## config.mk

```make
export PLATFORM = sky130hd
export DESIGN_NAME = fetch_unit
export DESIGN_NICKNAME = d
export VERILOG_FILES = /design/src/rtl/fetch_unit.sv
export SDC_FILE = /design/constraint.sdc
export NUM_CORES = 1
export LEC_CHECK = 0
export CAP_MARGIN = 10
export CORE_ASPECT_RATIO = 1.5
export CORE_MARGIN = 8
export CORE_UTILIZATION = 30
export CTS_CLUSTER_DIAMETER = 40
export CTS_CLUSTER_SIZE = 10
export DETAILED_ROUTE_END_ITERATION = 12
export GPL_TIMING_DRIVEN = 0
export PLACE_DENSITY = 0.59
export SLEW_MARGIN = 10
export SYNTH_ARGS = -nofsm -noshare
export SYNTH_HDL_FRONTEND = slang
export SYNTH_SLANG_ARGS = --single-unit
```

## constraint.sdc

```tcl
create_clock -name clk -period 2.2 [get_ports clk]
set_input_delay 0.33 -clock clk [delete_from_list [all_inputs] [get_ports clk]]
set_output_delay 0.33 -clock clk [all_outputs]
set_load 0.02 [all_outputs]
```

## src/rtl/fetch_unit.sv

```systemverilog
// fetch_unit: IF stage of the 5-stage MIPS pipeline.
// Owns PCF and the IF/ID register. Talks to instruction memory over a request/ready
// port that may take several cycles per fetch, and never loses or duplicates a word.
//
// Ports:
//   clk, rst            - rising-edge clock, synchronous active-high reset
//   StallF, StallD      - hazard-unit stalls (always asserted together)
//   PCSrcD, PCBranchD   - taken-branch decision and target from decode
//   imem_req/imem_addr  - fetch request and word address (held until imem_ready)
//   imem_ready/rdata    - response strobe and instruction word
//   InstrD/PCPlus4D     - IF/ID instruction (0 = nop bubble) and its PC+4
//   ValidD              - IF/ID holds a real instruction
module fetch_unit #(
    parameter logic [31:0] RESET_PC = 32'h0000_0000
) (
    input  logic        clk,
    input  logic        rst,
    input  logic        StallF,
    input  logic        StallD,
    input  logic        PCSrcD,
    input  logic [31:0] PCBranchD,
    output logic        imem_req,
    output logic [31:0] imem_addr,
    input  logic        imem_ready,
    input  logic [31:0] imem_rdata,
    output logic [31:0] InstrD,
    output logic [31:0] PCPlus4D,
    output logic        ValidD
);

    typedef enum logic [1:0] {
        StIdle,
        StFetch,
        StHold,
        StDrain
    } state_e;

    state_e      r_state;
    logic [31:0] r_pcf;
    logic [31:0] r_instr;
    logic [31:0] r_pc4;
    logic        r_valid;
    logic [31:0] r_buffer;      // word that arrived while decode was stalled
    logic [31:0] r_drain_addr;  // address of the stale request still in flight

    logic        w_stall;
    logic [31:0] w_pcf_plus4;

    // StallF never appears without StallD, so either one freezes the front end.
    assign w_stall     = StallD | StallF;
    assign w_pcf_plus4 = r_pcf + 32'd4;

    assign imem_req  = (r_state == StFetch) || (r_state == StDrain);
    assign imem_addr = (r_state == StDrain) ? r_drain_addr : r_pcf;

    assign InstrD   = r_instr;
    assign PCPlus4D = r_pc4;
    assign ValidD   = r_valid;

    always_ff @(posedge clk) begin
        if (rst) begin
            r_state      <= StIdle;
            r_pcf        <= RESET_PC;
            r_instr      <= 32'h0;
            r_pc4        <= 32'h0;
            r_valid      <= 1'b0;
            r_buffer     <= 32'h0;
            r_drain_addr <= 32'h0;
        end else begin
            case (r_state)
                StIdle: begin
                    r_state <= StFetch;
                end

                StFetch: begin
                    if (PCSrcD && !w_stall) begin
                        r_pcf   <= PCBranchD;
                        r_instr <= 32'h0;
                        r_valid <= 1'b0;
                        // A request still in flight must complete before the target
                        // address can be presented.
                        if (!imem_ready) begin
                            r_drain_addr <= r_pcf;
                            r_state      <= StDrain;
                        end
                    end else if (imem_ready && !w_stall) begin
                        r_instr <= imem_rdata;
                        r_pc4   <= w_pcf_plus4;
                        r_valid <= 1'b1;
                        r_pcf   <= w_pcf_plus4;
                    end else if (imem_ready) begin
                        r_buffer <= imem_rdata;
                        r_state  <= StHold;
                    end else if (!w_stall) begin
                        r_instr <= 32'h0;
                        r_valid <= 1'b0;
                    end
                end

                StHold: begin
                    if (PCSrcD && !w_stall) begin
                        r_pcf   <= PCBranchD;
                        r_instr <= 32'h0;
                        r_valid <= 1'b0;
                        r_state <= StFetch;
                    end else if (!w_stall) begin
                        r_instr <= r_buffer;
                        r_pc4   <= w_pcf_plus4;
                        r_valid <= 1'b1;
                        r_pcf   <= w_pcf_plus4;
                        r_state <= StFetch;
                    end
                end

                StDrain: begin
                    // Branch already redirected PCF; a second one here is ignored.
                    if (!w_stall) begin
                        r_instr <= 32'h0;
                        r_valid <= 1'b0;
                    end
                    if (imem_ready) begin
                        r_state <= StFetch;
                    end
                end

                default: begin
                    r_state <= StIdle;
                end
            endcase
        end
    end

endmodule

```

Word level (Yosys, flattened, before mapping)
Cells that the tools add are included.

Add/sub/neg operators: 1. Multiply operators: 0. Div/mod/pow operators: 0. Order comparisons: 0. Eq/ne operators: 14. Shift-type cells: 0. Multiplexer cells: 31. Bitwise operators: 4. Reductions and logical operators: 13.

Operator list (count): 32-bit 2-to-1 mux (13); 32-bit one-hot mux with 2 select lines (2); 32-bit one-hot mux with 3 select lines (1); 32-bit by 3-bit adder with 32-bit output (second input constant) (1); 2-bit 2-to-1 mux (7); 5-bit AND reduction (2); 3-bit AND reduction (3); 2-bit inequality test (second input constant) (4); 2-bit one-hot mux with 4 select lines (1); 1-bit 2-to-1 mux (6); 3-bit by 2-bit inequality test with 1-bit output (second input constant) (2); 3-bit inequality test (second input constant) (2); 2-bit equality test (second input constant) (2); 4-bit by 2-bit inequality test with 1-bit output (second input constant) (1); 4-bit AND reduction (1); 3-bit by 1-bit inequality test with 1-bit output (second input constant) (1); 1-bit inverter (3); 1-bit one-hot mux with 3 select lines (1); 3-bit nonzero test (1); 2-bit by 1-bit equality test with 1-bit output (second input constant) (1); 1-bit logical AND (2); 2-bit zero test (1); 2-bit by 1-bit inequality test with 1-bit output (second input constant) (1); 2-bit nonzero test (1); 3 further kinds (3).

Register bits after elaboration: 163. Bits in latches: 0. Memory bits (writable): 0. Memory bits (read-only): 0. Output and inout port bits: 98. Logic and storage cells: 70. Memories: 0.

Logic depth before layout (Yosys ltp)
Gate-level depths: netlist (run 1).

Depth in word-level cells: 6. Mapped depth: 9.

Worst setup path after synthesis (run 1)
No wires, ideal clock.

Path type: register to output. Start point: reg r_state[0]. End point: out imem_addr[10]. Arrival: 1.685 ns. Path slack: 0.185 ns. Stages on the path, launching flop included: 5. Buffers on the path: 2. Path through: dfxtp_1 -> ha_1 -> buf_1 -> clkbuf_1 -> mux2_2.

Word-level cells in the longest chain between the ends: 2.

RTL lines: from (decl) (RTL line 38) `state_e r_state;`; from (signal assigned) (RTL line 62) `r_state <= StIdle;`; from (signal assigned) (RTL line 72) `r_state <= StFetch;`; from (signal assigned) (RTL line 84) `r_state <= StDrain;`; 2-bit equality test (RTL line 54) `assign imem_addr = (r_state == StDrain) ? r_drain_addr : r_pcf;`; 32-bit 2-to-1 mux (RTL line 54); to (decl) (RTL line 23) `output logic [31:0] imem_addr,`.

Every way passes these cells.

Final worst setup path (run 1)
Start point: in StallF. End point: reg r_drain_addr[1].

Word-level cells in the longest chain between the ends: 4.

RTL lines: from (decl) (RTL line 18) `input logic StallF,`; 1-bit OR (RTL line 50) `assign w_stall = StallD | StallF;`; 1-bit zero test; 1-bit logical AND (RTL line 76) `if (PCSrcD && !w_stall) begin`; 3-bit AND reduction (no source line); to (signal assigned) (RTL line 83) `r_drain_addr <= r_pcf;`; to (decl) (RTL line 44) `logic [31:0] r_drain_addr;`.

Every way passes these cells. A chain may end at the register's enable or synchronous reset.

==> results of run 1 <==
## cells in the mapped netlist (14+ instances only)
library cell,count,area [um2]
nand2_1,165,619
dfxtp_1,163,3260
nor2_1,95,357
a21oi_1,87,435
clkbuf_1,48,180
a2bb2oi_1,33,289
buf_2,30,150
a211oi_1,28,210
a22oi_2,28,350
mux2_2,28,315
o21ai_0,27,135
nand3_1,19,95.1
nand4_1,16,100
xor2_1,14,123
## stage by stage
step	cell area, um2	total power [mW]	util	setup TNS (ps)
after floorplan	7980	6.23	-	0
after CTS	10700	11.2	0.407	0
after detailed placement	10100	7.93	0.383	-80760
final	10800	11.3	0.412	0
after global routing	10800	11.9	0.412	-4.31
after global placement	10100	7.90	0.383	-75170
## kinds of logic after synthesis
family | share of synthesized area
AND/OR/NAND/NOR | 0.215
AO/OA/AOI/OAI | 0.234
flip-flops | 0.409
buffers and inverters | 0.0575
multiplexers | 0.0470
XOR/XNOR | 0.0296
adder cells (fa/ha/maj) | 0.00784
## worst max-delay path: stages
cell and delay (ps):
clkdlybuf4s50_1 540, nor3b_4 350, buf_2 320, nand3b_1 320
clkbuf_1 360, nand2_1 140, a21oi_1 70
## where the power goes
group          leakage, nW  total [mW]  internal (mW)  switching, mW
Combinational         2.23        4.69           1.92           2.78
Clock                0.275        3.08           1.75           1.34
Sequential            1.32        3.52           3.30          0.222
## timing repair
action,4_1_cts,5_1_grt
pin swaps,1,6
setup endpoints to repair,122,147
gates resized for setup,146,56
buffers inserted,1,6
hold buffers,0,0
## registers in the layout, indices dropped and copies added (netlist names)
signal,cells
PCPlus4D,32
r_drain_addr,32
InstrD,32
r_pcf,32
r_buffer,32
r_state,2
ValidD,1
## per-layer routing
| metal | track usage | part of all wire |
|---|---|---|
| met5 | 0 | 0.00092 |
| met3 | 0.0463 | 0.068 |
| met1 | 0.189 | 0.38 |
| met4 | 0.0834 | 0.038 |
| met2 | 0.325 | 0.52 |
## area by class of cell
class,instances,area (um2)
Multi-Input combinational cell,691,4370
Sequential cell,163,3270
Timing Repair Buffer,174,1590
Antenna cell,1,2.50
Inverter,8,30.0
Clock buffer,19,453
Fill cell,2718,15500
Buffer,91,552
Tap cell,337,422
Clock inverter,13,149
## path summary, 6_finish.rpt
path,endpoint,slack [ps],depth (start not counted)
setup / recovery,r_drain_addr[1],60,7
hold reg to reg,r_drain_addr[11],450,2
hold / removal,r_pcf[0],450,3
setup reg to reg,r_pcf[14],70,7
==> results by group, run 1 <==
Detailed routing
  – DR vias: 7763
  – DR DRC count: 0
  – DRT antenna net count: 0
  – Vias per cell: 5.19
  – 1st-pass router iterations: 5
  – DRT Wirelength: 29400 um
  – Wire per inst: 19.6 um
  – First DRT Iteration DRCs: 543

Cells and area
  – Layout cells sized above 1: 0.186
  – Commonest non-fill, non-tap cells in the layout: nand2_1 (165), dfxtp_1 (160), clkdlybuf4s50_1 (134), nor2_1 (93), a21oi_1 (87)
  – Area grow syn2layout: 35.8%
  – NumNets Final: 1221
  – Finished Layout Cells: 1497
  – Most common cell after layout, fill and taps aside: nand2_1

GRT
  – Initial antenna violation count: 2
  – Vias in the first global route: 7765
  – GRT Total Usage: 0.180
  – Largest net degree at the start of global routing: 17
  – First-pass GRT wire length: 44800 um
  – GRT overflow: 0

Timing
  – Minimum clock period after layout: 2140 ps
  – Clock skew: 10.7 ps
  – Tcrit/Tclk final: 0.972
  – Worst slew pin tran: 733 ps
  – Maximum clock frequency: 468 MHz
  – Max-slew headroom: 0.511
  – Final Slew Violations: 0
  – Endpoints failing setup: 0
  – Fin. Hold Viols: 0
  – Hold WS: 453 ps
  – Final WS setup: 62.0 ps

Clock tree
  – Sink Count: 163
  – Reg clk slew, reported paths: 60 ps
  – Worst skew pair latency: 440 ps
  – CTS tree: done
  – CTS root buf: clkbuf_16
  – H-tree depth: 4
  – CTS buffer count: 17
  – Clock Path Buffers: 2

Critical path
  – Setup CP Type: primary input to register
  – RR Startpoint: r_state[0]
  – CP Capture Type: register
  – CP Max Fanout: 10
  – Critical path startpoint category: primary input
  – Critical Path Start: StallF
  – Critical path required time: 2490 ps
  – CP Data Arrival Time: 2430 ps

Floorplanning
  – Initial Util: 0.303
  – Die area: 32200 um2
  – CORE AREA: 26300 um2
  – Chip height: 216 um
  – Die X: 149 um
  – Row Count: 73
  – I/O Pins: 168

Yosys
  – Cell count after synthesis: 954
  – Post-synth top flop: dfxtp_1
  – Average size of a mapped cell: 8.36 um2
  – Unique masters post-synth: 63
  – Post-Syn Area: 7980 um2
  – Yosys reg bits: 163
  – Seq/Total Area, Yosys: 0.409
  – Yosys warnings: 0
  – Post-synthesis net count: 1029
  – Post-synth EDFFs: 0
  – FFs w/ async S/R, synth: 0

Pwr
  – PD cells: 1040 nW/um2
  – Static leakage: 3.83 nW
  – VDD IR max: 0.000728 V

Place
  – RePlAce Congestion: 0.887
  – Post-DP HPWL: 22000 um
  – Placed cells: 1458
  – Pre-CTS setup slack: -796 ps
  – Port bufs: 167

Worst hold path
  – HP Class: primary input to register
  – Hold_sp: PCBranchD[0]

Flow run
  – Max-Cap Viols: 0

Run status
  – Status: finished clean
No activity file was read; power rests on OpenSTA's default activity.
==> run 2, diff against run 1 <==
Settings changed: CORE_UTILIZATION 30 to 50, PLACE_DENSITY 0.59 to 0.86.
==> run 2 against run 1 <==
  * Clock skew is 0.75 ps lower
  * Cell count decreased by 9.0%
  * Via count grew 4.6%
  * Clock power is 2% lower
  * Utilization increased by 27 points
  * Sequential power about the same
==> results by group, run 2 (synthesis results as in run 1) <==
Pwr
  – Clock share of power: 0.269 (-0.004)
  – Static leakage: 3.84 nW (+0.41%)
  – Combinational Power Share: 0.417 (+0.002)
  – Sw frac: 0.382 (-0.00180)
  – VDD IR max: 0.000633 V (-13%)
  – PD cells: 1050 nW/um2 (+1.0%)
  – Pint: 6.93 mW (-0.48%)
  – Psw: 4.28 mW (-1.2%)
  – Seq pwr share: 0.315 (+0.003)

GRT
  – GRT Total Usage: 0.259 (+0.0793)
  – GRT overflow: 0 (unchanged)
  – First-pass GRT wire length: 42300 um (-5.7%)
  – Vias in the first global route: 8092 (+4.2%)
  – Largest net degree at the start of global routing: 17 (unchanged)
  – Initial antenna violation count: 0 (-2)

Cells and area
  – Most common cell after layout, fill and taps aside: nand2_1
  – Commonest non-fill, non-tap cells in the layout: nand2_1 (165), dfxtp_1 (160), clkdlybuf4s50_1 (134), nor2_1 (93), a21oi_1 (87)
  – Fillers: 1273 (-53%)
  – NumNets Final: 1222 (+0.082%)
  – Layout cells sized above 1: 0.184 (-0.00188)
  – Area grow syn2layout: 33.4%
  – Ant diodes: 0 (-1)

Clock tree
  – CTS buffer count: 17 (unchanged)
  – CTS root buf: clkbuf_16
  – CTS tree: done
  – H-tree depth: 4 (unchanged)
  – Sink Count: 163 (unchanged)
  – Post-CTS Hold Fix Bufs: 0 (unchanged)
  – Reg clk slew, reported paths: 70 ps (about the same)
  – Clock Path Buffers: 2 (unchanged)
  – Worst skew pair latency: 420 ps (-20 ps)

Floorplanning
  – CORE AREA: 15600 um2 (-41%)
  – Row Count: 56 (-23%)
  – Initial Util: 0.511 (+0.207)
  – Die area: 20300 um2 (-37%)
  – I/O Pins: 168 (unchanged)
  – Die X: 119 um (-20%)
  – Chip height: 171 um (-21%)

Detailed routing
  – DR vias: 8119 (+4.6%)
  – DRT antenna net count: 0 (unchanged)
  – 1st-pass router iterations: 6 (+1)
  – Wire per inst: 19.9 um (+1.2%)
  – DR DRC count: 0 (unchanged)
  – Vias per cell: 5.96 (+15%)
  – DRT Wirelength: 27100 um (-7.9%)
  – First DRT Iteration DRCs: 666 (+23%)

Place
  – RePlAce Congestion: 0.991 (+12%)
  – Port bufs: 167 (unchanged)
  – Pre-CTS setup slack: -769 ps (+27.6 ps)
  – Post-DP HPWL: 19800 um (-10%)

Timing
  – Fin. Hold Viols: 0 (unchanged)
  – Maximum clock frequency: 465 MHz (-0.68%)
  – Worst slew pin tran: 691 ps (-42.1 ps)
  – Max-slew headroom: 0.539 (+0.0280)
  – Minimum clock period after layout: 2150 ps (+14.7 ps)
  – Tcrit/Tclk final: 0.978 (+0.00667)
  – Hold WS: 454 ps (+0.880 ps)
  – Final WS setup: 47.4 ps (-14.7 ps)
  – Endpoints failing setup: 0 (unchanged)
  – Final Slew Violations: 0 (unchanged)
  – Clock skew: 9.96 ps (-0.755 ps)

Critical path
  – Crit path cell chain: ha_4 > buf_12 > clkbuf_8 > mux2_2 > buf_2
  – CP peak stage delay: 370 ps (-170 ps)
  – Critical path startpoint category: register
  – CP Data Arrival Time: 1820 ps (-610 ps)
  – CP Max Fanout: 10 (unchanged)
  – CP Capture Type: primary output
  – Critical path required time: 1870 ps (-620 ps)
  – Setup CP Type: register to primary output
  – Slowest stage cell, crit path: dfxtp_4

Run status
  – Status: finished clean

Worst hold path
  – HP Class: register to register

Flow run
  – Max-Cap Viols: 0 (unchanged)
==> run 2: cell types whose count changed in the layout (fill, tap and decap cells not counted), sizes merged <==
cell	change
dlygate4sd2	+3
buf	-1
diode	-1
inv	-1
clkinv	+5
clkinvlp	-3
clkbuf	-2
==> run 2: path summary, 6_finish.rpt <==
path                                    endpoint  slack [ps]  cells after the start        startpoint
worst min register to register  r_drain_addr[23]         450                      2  r_drain_addr[23]
worst max-delay path               imem_addr[30]          50                      5        r_state[1]
worst min-delay path            r_drain_addr[23]         450                      2  r_drain_addr[23]
worst max register to register         r_pcf[30]          70                      6          r_pcf[3]
==> run 2: per-stage QoR <==
step                      total power, mW   util  cell area, um2  instances  setup TNS, ps
final                                11.2  0.681           10600       1363              0
after global routing                 11.7  0.681           10600       1363           -134
after CTS                            10.9  0.673           10500       1355          -3.53
after detailed placement             7.80  0.634            9900       1324         -67270
after global placement               7.72  0.634            9900       1324         -60220
after floorplan                      6.23      -            7980        954              0
==> run 2: cell type report <==
| cell class | instances | area, um2 | area share |
|---|---|---|---|
| clock buffer | 18 | 439 | 0.0413 |
| timing repair buffer | 176 | 1610 | 0.152 |
| clock inverter | 14 | 153 | 0.0143 |
| multi-input combinational | 691 | 4340 | 0.408 |
| sequential | 163 | 3270 | 0.307 |
| buffer | 90 | 537 | 0.0504 |
| inverter | 8 | 30.0 | 0.00282 |
| tap | 203 | 254 | 0.0239 |
==> run 2: layer usage <==
layer / up-vias / global-route usage / share of wire
met5: - / 0 / 0
met4: 0 / 0.159 / 0.050
met3: 103 / 0.0713 / 0.091
met2: 436 / 0.456 / 0.51
met1: 3812 / 0.269 / 0.35
li1: 3768 / - / -
==> run 2: power by group through the flow <==
stage	combinational [mW]	sequential (mW)	clock, mW
6_report	4.67	3.53	3.01
5_1_grt	4.98	3.56	3.14
4_1_cts	4.37	3.51	3.03
3_5_place_dp	4.23	3.56	0
3_3_place_gp	4.17	3.55	0
2_1_floorplan	2.51	3.72	0
==> run 2: timing repair <==
action | CTS | global route
buffers inserted | 0 | 9
setup endpoints to repair | 121 | 157
pin swaps | 1 | 5
gates resized for setup | 134 | 51
endpoints found under the hold margin | 0 | 0
==> run 2: worst max-delay path, delay by kind of cell, from the launching register on <==
family,cells,cell delay [ps]
DFF,1,370
muxes,1,350
adders and majority gates,1,170
buffers and inverters,3,490
